--- src/rtl/alu_ctl_pkg.sv ---
// Shared types and constants for the ALU control sequencer.
// The command encodings match what the datapath ALU expects on alu_ctl.
package alu_ctl_pkg;

    localparam int unsigned CTL_ENUM_W = 3;

    typedef enum logic [CTL_ENUM_W-1:0] {
        CTL_AND = 3'b000,
        CTL_OR  = 3'b001,
        CTL_ADD = 3'b010,
        CTL_ROL = 3'b100,
        CTL_ROR = 3'b101,
        CTL_SUB = 3'b110
    } alu_ctl_e;

    localparam logic [5:0] FUNCT_ADD = 6'b100000;
    localparam logic [5:0] FUNCT_ROL = 6'b100001;
    localparam logic [5:0] FUNCT_SUB = 6'b100010;
    localparam logic [5:0] FUNCT_ROR = 6'b100011;
    localparam logic [5:0] FUNCT_AND = 6'b100100;
    localparam logic [5:0] FUNCT_OR  = 6'b100101;

    typedef enum logic {
        IDLE,
        BEAT
    } seq_state_e;

    function automatic logic is_rotate_ctl(input alu_ctl_e c);
        return (c == CTL_ROL) || (c == CTL_ROR);
    endfunction

endpackage

--- src/rtl/alu_ctl_decode.sv ---
// Combinational decode of alu_op/funct into an ALU command.
// legal is low only for R-type requests carrying an undefined funct.
module alu_ctl_decode
    import alu_ctl_pkg::*;
#(
    parameter int unsigned ALU_OP_W = 2,
    parameter int unsigned FUNCT_W  = 6
) (
    input  logic [ALU_OP_W-1:0] alu_op,
    input  logic [FUNCT_W-1:0]  funct,
    output alu_ctl_e            ctl,
    output logic                is_rotate,
    output logic                legal
);

    always_comb begin
        ctl   = CTL_ADD;
        legal = 1'b1;
        if (!alu_op[ALU_OP_W-1]) begin
            ctl = alu_op[0] ? CTL_SUB : CTL_ADD;
        end else begin
            case (funct)
                FUNCT_W'(FUNCT_ADD): ctl = CTL_ADD;
                FUNCT_W'(FUNCT_ROL): ctl = CTL_ROL;
                FUNCT_W'(FUNCT_SUB): ctl = CTL_SUB;
                FUNCT_W'(FUNCT_ROR): ctl = CTL_ROR;
                FUNCT_W'(FUNCT_AND): ctl = CTL_AND;
                FUNCT_W'(FUNCT_OR):  ctl = CTL_OR;
                default: begin
                    ctl   = CTL_ADD;
                    legal = 1'b0;
                end
            endcase
        end
        is_rotate = legal && is_rotate_ctl(ctl);
    end

endmodule

--- src/rtl/alu_ctl_sequencer.sv ---
// Handshaked ALU control sequencer: registers decoded commands and expands
// multi-bit rotates into a stream of 1-bit rotate beats.
module alu_ctl_sequencer
    import alu_ctl_pkg::*;
#(
    parameter int unsigned ALU_OP_W = 2,
    parameter int unsigned FUNCT_W  = 6,
    parameter int unsigned CTL_W    = 3,
    parameter int unsigned SHAMT_W  = 5
) (
    input  logic                clk,
    input  logic                rst_n,
    input  logic                in_valid,
    output logic                in_ready,
    input  logic [ALU_OP_W-1:0] alu_op,
    input  logic [FUNCT_W-1:0]  funct,
    input  logic [SHAMT_W-1:0]  shamt,
    output logic                ctl_valid,
    input  logic                ctl_ready,
    output logic [CTL_W-1:0]    alu_ctl,
    output logic                ctl_last,
    output logic                illegal
);

    seq_state_e         state_q, state_d;
    logic [CTL_W-1:0]   alu_ctl_q, alu_ctl_d;
    logic               ctl_last_q, ctl_last_d;
    logic               illegal_q, illegal_d;
    logic [SHAMT_W-1:0] remaining_q, remaining_d;

    alu_ctl_e           dec_ctl;
    logic               dec_is_rotate;
    logic               dec_legal;
    logic [SHAMT_W-1:0] req_beats;
    logic               accept;
    logic               handshake;

    alu_ctl_decode #(
        .ALU_OP_W (ALU_OP_W),
        .FUNCT_W  (FUNCT_W)
    ) u_decode (
        .alu_op    (alu_op),
        .funct     (funct),
        .ctl       (dec_ctl),
        .is_rotate (dec_is_rotate),
        .legal     (dec_legal)
    );

    // A zero rotate amount still issues one beat.
    assign req_beats = (dec_is_rotate && (shamt != '0)) ? shamt : SHAMT_W'(1);
    assign accept    = in_valid && in_ready;
    assign handshake = ctl_valid && ctl_ready;

    always_ff @(posedge clk or negedge rst_n) begin
        if (!rst_n) begin
            state_q     <= IDLE;
            alu_ctl_q   <= '0;
            ctl_last_q  <= 1'b0;
            illegal_q   <= 1'b0;
            remaining_q <= '0;
        end else begin
            state_q     <= state_d;
            alu_ctl_q   <= alu_ctl_d;
            ctl_last_q  <= ctl_last_d;
            illegal_q   <= illegal_d;
            remaining_q <= remaining_d;
        end
    end

    always_comb begin
        state_d = state_q;
        case (state_q)
            IDLE: if (accept && dec_legal) state_d = BEAT;
            BEAT: if (handshake && ctl_last_q) state_d = (accept && dec_legal) ? BEAT : IDLE;
            default: state_d = IDLE;
        endcase
    end

    always_comb begin
        ctl_valid = (state_q == BEAT);
        in_ready  = !ctl_valid || (ctl_ready && ctl_last_q);
        alu_ctl   = alu_ctl_q;
        ctl_last  = ctl_last_q;
        illegal   = illegal_q;
    end

    // Acceptance while busy can only coincide with the final-beat handshake,
    // so a new legal request simply overwrites the beat registers.
    always_comb begin
        alu_ctl_d   = alu_ctl_q;
        ctl_last_d  = ctl_last_q;
        remaining_d = remaining_q;
        illegal_d   = accept && !dec_legal;
        if (accept && dec_legal) begin
            alu_ctl_d   = CTL_W'(dec_ctl);
            remaining_d = req_beats;
            ctl_last_d  = (req_beats == SHAMT_W'(1));
        end else if (handshake) begin
            if (ctl_last_q) begin
                ctl_last_d  = 1'b0;
                remaining_d = '0;
            end else begin
                remaining_d = remaining_q - SHAMT_W'(1);
                ctl_last_d  = (remaining_q == SHAMT_W'(2));
            end
        end
    end

endmodule

--- config.mk ---
export PLATFORM = sky130hd
export DESIGN_NAME = alu_ctl_sequencer
export DESIGN_NICKNAME = d
export VERILOG_FILES = /design/src/rtl/alu_ctl_pkg.sv /design/src/rtl/alu_ctl_decode.sv /design/src/rtl/alu_ctl_sequencer.sv
export SDC_FILE = /design/constraint.sdc
export NUM_CORES = 1
export LEC_CHECK = 0
export ABC_AREA = 1
export BUFFER_PORTS_ARGS = -buffer_cell sky130_fd_sc_hd__buf_2
export CORE_MARGIN = 4
export CORE_UTILIZATION = 49
export CTS_CLUSTER_SIZE = 25
export DETAILED_ROUTE_END_ITERATION = 8
export PLACE_DENSITY = 0.77
export SYNTH_ARGS = -nofsm -noshare
export SYNTH_HDL_FRONTEND = slang
export SYNTH_SLANG_ARGS = --single-unit
--- constraint.sdc ---
create_clock -name clk -period 1.45 [get_ports clk]
set_input_delay 0.29 -clock clk [delete_from_list [all_inputs] [get_ports clk]]
set_output_delay 0.29 -clock clk [all_outputs]
set_load 0.005 [all_outputs]
==> results.yml, run 1 <==
status:
  status: "complete, no violations"
timing:
  finalSetupViolCount: 0
  period_share: 0.908
  fin_skew_ns: 0.00545
  grt_setup_unrepaired: "no"
  max_slew_margin: 0.829
  max_freq_mhz: 759
  fin_setup_tns_ns: 0
  min_period_ns: 1.32
  slew_violations: 0
  tightest_slew_ns: 0.254
  hold_violations: 0
final_layout:
  fin_nets: 155
  diodes: 0
  areaGrowthSynthToFinish_pct: 25.3
  drive_gt1_frac: 0.311
  fillers: 123
  final_area_um2: 948
synthesis:
  synthCells: 104
  netlist.area_leader.share: 0.364
  yosys.area.top_type: "dfrtp_1"
  yosys_warnings: 0
  synth_fp_nets: 123
  synthFlopType: "dfrtp_1"
  synth_edf_count: 0
  async_flop_share: 1.00
  yosys-top-cells-area: "dfrtp_1, nand2_1, nor2_1, inv_1, nand3_2"
  synth.most_common_cell: "nand2_1"
  mappedNetlistArea_um2: 757
  ys_ff_latch: 11
  yosys.cell_types.count: 22
  synth_common_cells: "nand2_1, nor2_1, inv_1"
  yosysSeqAreaShare: 0.364
  syn_area_per_cell_um2: 7.28
critical_path:
  cp_slowest_cell: "dfrtp_1"
  crit_arrival_ns: 1.50
  crit_type: "flop to flop"
  cp_max_fo: 9
  cp-start-kind: "flop"
  slowest_delay_ns: 0.38
  path_cells: "nand2_1, nand2_1, nand3_4, clkinv_2, nor2_2, a21oi_1, a21oi_1"
  critPathCaptureType: "flop"
  cp.required_ns: 1.64
global_routing:
  antenna_found_initial: 0
  grt_max_degree: 12
  grt-ovfl-total: 0
  grt_pass1_wl_um: 2750
  grt_usage: 0.177
  grt_pass1_vias: 720
cts:
  clockBufferDepth: 2
  root_buffer: "clkbuf_4"
  clock_latency_ns: 0.27
  cts_buffers: 3
  cts_max_level: 1
  cts_tree: "done"
  cts_sinks: 11
  path_clk_slew_ns: 0.08
detailed_routing:
  wl_per_cell_um: 11.7
  drt-initial-drc-count: 19
  drc: 0
  drt_pass1_iterations: 4
  viasPerCell: 5.23
  vias: 785
  postRouteAntennaNets: 0
  wirelength_um: 1760
power_and_ir_drop:
  cellPowerDensity_nw_per_um2: 1440
  p_leak_nw: 0.500
  peakVddDrop_v: 0.000691
floorplanning:
  start_util: 0.548
  placementRows: 13
  die_y_um: 47.3
  die_area_um2: 2240
  fp.dieW_um: 47.3
  coreArea_um2: 1380
  pin_count: 24
job:
  maxCapViolCount: 0
placement:
  dpl.hpwl_um: 1380
  placed_area_um2: 910
  io_buffers: 23
  globalplace.congestion: 0.753
min_path:
  hold_path.class: "input pin to flop"
metal layers:
layer  wire, µm  global-route usage  vias to the layer above
li1           -                   -                      404
met1        803               0.202                      350
met2        805               0.310                       27
met3        122              0.0383                        4
met4         25              0.0829                        0
met5          0                   0                        -
cell usage in the layout, fill, tap and decap left out, drive strengths merged:
cell / n
dfrtp: 11
nor2: 20
o21ai: 4
o31ai: 1
buf: 27
a21oi: 5
xor2: 1
clkinv: 1
nand4: 3
dlygate4sd3: 1
ha: 2
o211ai: 1
nand3: 9
o221ai: 1
inv: 14
clkbuf: 4
nand2: 25
nor3: 1
a31oi: 4
registers in the layout, indices dropped and copies added (netlist names):
name / count
ctl_last: 1
ctl_valid: 1
alu_ctl: 3
remaining_q: 5
illegal: 1
worst max-delay path: cells and delay by family (launching register included):
| family | cells | cell delay (ns) |
|---|---|---|
| flip-flops | 1 | 0.38 |
| AND/OR/NAND/NOR | 4 | 0.48 |
| AO/OA/AOI/OAI | 2 | 0.23 |
| buffers and inverters | 1 | 0.15 |
cell type report:
cell class | count | area [µm²] | share of cell area
Multi-Input combinational cell | 77 | 415 | 0.438
Sequential cell | 11 | 275 | 0.290
Timing Repair Buffer | 28 | 155 | 0.164
Inverter | 15 | 57.6 | 0.0607
Clock buffer | 4 | 26.3 | 0.0277
Tap cell | 15 | 18.8 | 0.0198
where the power goes:
part           internal (mW)  switching [mW]  total, mW
Clock                  0.106           0.107      0.214
Combinational          0.282           0.368      0.650
Sequential             0.426          0.0769      0.503
cells by family after synthesis:
| group | synth area share |
|---|---|
| adder cells (fa/ha/maj) | 0.0331 |
| AO/OA/AOI/OAI | 0.124 |
| AND/OR/NAND/NOR | 0.377 |
| buffers and inverters | 0.0909 |
| XOR/XNOR | 0.0116 |
| flip-flops | 0.364 |
through the flow:
step / total power, mW / std cells / setup slack, ns / util / hold WS (ns)
2_1_floorplan: 0.913 / 104 / 0.228 / - / -0.00559
3_3_place_gp: 1.13 / 145 / 0.00448 / 0.658 / 0.173
3_5_place_dp: 1.15 / 145 / -0.0208 / 0.658 / 0.175
4_1_cts: 1.37 / 150 / 0.120 / 0.684 / 0.283
5_1_grt: 1.50 / 150 / 0.0253 / 0.686 / 0.285
6_report: 1.37 / 150 / 0.133 / 0.686 / 0.283
repair_timing:
action,in CTS,in global routing
buffers inserted,0,0
setup endpoints to repair,0,1
hold endpoints to repair,11,0
hold buffers,1,0
gates resized for setup,0,1
final timing paths:
kind / depth (start not counted) / slack [ns] / to / from
worst max register to register: 7 / 0.13 / remaining_q[2]$_DFFE_PN0P_ / ctl_last$_DFFE_PN0P_
min in group asynchronous: 2 / 0.42 / alu_ctl[0]$_DFFE_PN0P_ / rst_n
max in group asynchronous: 2 / 0.81 / remaining_q[1]$_DFFE_PN0P_ / rst_n
worst max-delay path: 7 / 0.13 / remaining_q[2]$_DFFE_PN0P_ / ctl_last$_DFFE_PN0P_
worst min-delay path: 3 / 0.28 / illegal$_DFF_PN0_ / in_valid
worst min register to register: 2 / 0.49 / alu_ctl[0]$_DFFE_PN0P_ / alu_ctl[0]$_DFFE_PN0P_
Note: power is estimated with default switching activity, not from simulation.
==> inputs of run 2 (changes only) <==
- ABC_AREA: 1 -> default
- CORE_UTILIZATION: 49 -> 47
- HOLD_SLACK_MARGIN: default -> 0.06
- PLACE_DENSITY: 0.77 -> 0.76
==> run 2 against run 1 <==
The flow now finishes with violations (setup timing). Core utilization grew 3.7 points. Largest cell class unchanged. Global-route usage up 0.38 points. Area after synthesis fell by 8.1%. Highest routed layer unchanged. Non-clock buffer count rose by 9. Wire length fell by 3.5%. Critical endpoint is now ctl_last$_DFFE_PN0P_. Sequential cell count unchanged.
==> results.yml, run 2 <==
floorplanning:
  fp.dieW_um: 46.5
  start_util: 0.515
  die_y_um: 46.5
  pin_count: 24
  die_area_um2: 2160
  coreArea_um2: 1350
  placementRows: 13
job:
  maxCapViolCount: 0
power_and_ir_drop:
  p_leak_nw: 0.507
  peakVddDrop_v: 0.000806
  cellPowerDensity_nw_per_um2: 1580
synthesis:
  yosys-top-cells-area: "dfrtp_1, mux2i_1, nor3_1, mux2_4, ha_1"
  yosys_warnings: 0
  synth_common_cells: "dfrtp_1, nand2_1, nor3_1"
  netlist.area_leader.share: 0.396
  synth.most_common_cell: "dfrtp_1"
  synth_edf_count: 0
  syn_area_per_cell_um2: 9.80
  yosys.cell_types.count: 34
  synth_fp_nets: 90
  ys_ff_latch: 11
  yosys.area.top_type: "dfrtp_1"
  mappedNetlistArea_um2: 696
  async_flop_share: 1.00
  synthCells: 71
  yosysSeqAreaShare: 0.396
  synthFlopType: "dfrtp_1"
timing:
  final.setup.worst_slack_ns: -0.0240
  max_slew_margin: 0.712
  period_share: 1.02
  fin_setup_tns_ns: -0.0516
  slew_violations: 0
  fin_skew_ns: 0.000299
  max_freq_mhz: 678
  min_period_ns: 1.47
  tightest_slew_ns: 0.428
  hold_violations: 0
  grt_setup_unrepaired: "yes"
  finalSetupViolCount: 3
detailed_routing:
  drc: 0
  viasPerCell: 5.58
  postRouteAntennaNets: 0
  wirelength_um: 1700
  wl_per_cell_um: 13.7
  drt-initial-drc-count: 8
  vias: 692
  drt_pass1_iterations: 4
global_routing:
  antenna_found_initial: 0
  grt_usage: 0.181
  grt_pass1_wl_um: 2750
  gr-usage-met1: 0.189
  grt-ovfl-total: 0
  busiest_layer: "met2"
  grt_max_degree: 12
  grt_pass1_vias: 691
  grt_use_met2: 0.346
  grt_use_met3: 0.0117
cts:
  cts_buffers: 3
  cts_sinks: 11
  cts_max_level: 1
  path_clk_slew_ns: 0.07
  clockBufferDepth: 2
  root_buffer: "clkbuf_4"
  cts_tree: "done"
  clock_latency_ns: 0.26
critical_path:
  regToRegEndpoint: "ctl_last$_DFFE_PN0P_"
  rrSetupSlack_ns: -0.02
  crit_family: "simple AND/OR/NAND/NOR gates"
  cp_slowest_cell: "or4b_4"
  cp-start-kind: "flop"
  slowest_delay_ns: 0.46
  cp_max_fo: 2
  cp_num_buf_inv: 1
  rr_worst_depth: 6
  crit_type: "flop to flop"
  crit_arrival_ns: 1.67
  critPathCaptureType: "flop"
  path_cells: "inv_2, ha_1, or4b_4, nor3_4, a21oi_2, mux2i_1"
  r2r_start: "remaining_q[0]$_DFFE_PN0P_"
  cp.required_ns: 1.64
min_path:
  hold_end: "remaining_q[3]$_DFFE_PN0P_"
  holdPathStages: 3
  hp-start: "shamt[3]"
  hold_path.class: "input pin to flop"
final_layout:
  fin_nets: 129
  areaGrowthSynthToFinish_pct: 40.3
  final_cell_mix: "buf_2, buf_4, dfrtp_1"
  multi_input_area_um2: 422
  regArea_um2: 275
  top_register: "remaining_q"
  drive_gt1_frac: 0.505
  diodes: 0
  final_common_cell: "buf_2"
  fillers: 111
  largest_reg_flops: 5
placement:
  globalplace.congestion: 0.817
  io_buffers: 23
  pre_cts_ws_ns: -0.226
  dpl.hpwl_um: 1390
status:
  violations: "setup timing"
  status: "finished with violations"
[run 2: worst max path at each step]
stage / start / end / slack, ns / cells after the start
after floorplan: funct[3] / alu_ctl[0]$_DFFE_PN0P_ / -0.22 / 6
after global placement: funct[3] / alu_ctl[2]$_DFFE_PN0P_ / -0.18 / 5
after detailed placement: funct[3] / remaining_q[3]$_DFFE_PN0P_ / -0.23 / 6
after CTS: remaining_q[1]$_DFFE_PN0P_ / remaining_q[4]$_DFFE_PN0P_ / -0.03 / 6
after global routing: remaining_q[0]$_DFFE_PN0P_ / ctl_last$_DFFE_PN0P_ / -0.11 / 6
final: remaining_q[0]$_DFFE_PN0P_ / ctl_last$_DFFE_PN0P_ / -0.02 / 6
[run 2: repair_timing]
action / in CTS / in global routing
setup endpoints to repair: 4 / 5
gates resized for setup: 5 / 4
setup buffers: 1 / 0
endpoints found under the hold margin: 11 / 0
hold buffers: 1 / 0
pin swaps: 0 / 4
[run 2: per-layer routing]
| metal | share of wire | routed length (µm) |
|---|---|---|
| met1 | 0.41 | 701 |
| met2 | 0.52 | 881 |
| met3 | 0.048 | 82 |
| met4 | 0.018 | 31 |
| met5 | 0 | 0 |
[run 2: worst min-delay path, cell delays in order]
cell,delay (ns)
buf_2,0.11
nand2_1,0.05
mux2i_1,0.06
[run 2: per-stage QoR]
| step | hold slack, ns | total power, mW | cells | area [µm²] | utilization |
|---|---|---|---|---|---|
| floorplan | -0.00559 | 0.926 | 71 | 711 | - |
| global placement | 0.166 | 1.23 | 118 | 908 | 0.673 |
| detailed placement | 0.173 | 1.26 | 118 | 908 | 0.673 |
| CTS | 0.282 | 1.52 | 124 | 963 | 0.714 |
| global route | 0.280 | 1.65 | 124 | 976 | 0.723 |
| finish | 0.284 | 1.54 | 124 | 976 | 0.723 |
[run 2: layout make-up]
type                    count  share of cell area
clock buffers               4              0.0269
flip-flops and latches     11               0.282
well taps                  15              0.0192
multi-input cells          54               0.432
repair buffers             37               0.228
inverters                   3              0.0115
[run 2: kinds of logic after synthesis]
family                     share of synthesized area
AOI/OAI and AO/OA                              0.146
DFF                                            0.396
buffers and inverters                         0.0449
adders and majority gates                     0.0360
and+or+nand+nor                                0.234
muxes                                          0.119
xor gates and xnor gates                      0.0252
[run 2: power by group]
part           total [mW]  switching, mW  internal, mW  leakage, nW
clock               0.206         0.0992         0.106       0.0150
sequential          0.513         0.0903         0.423        0.139
combinational       0.819          0.368         0.451        0.353
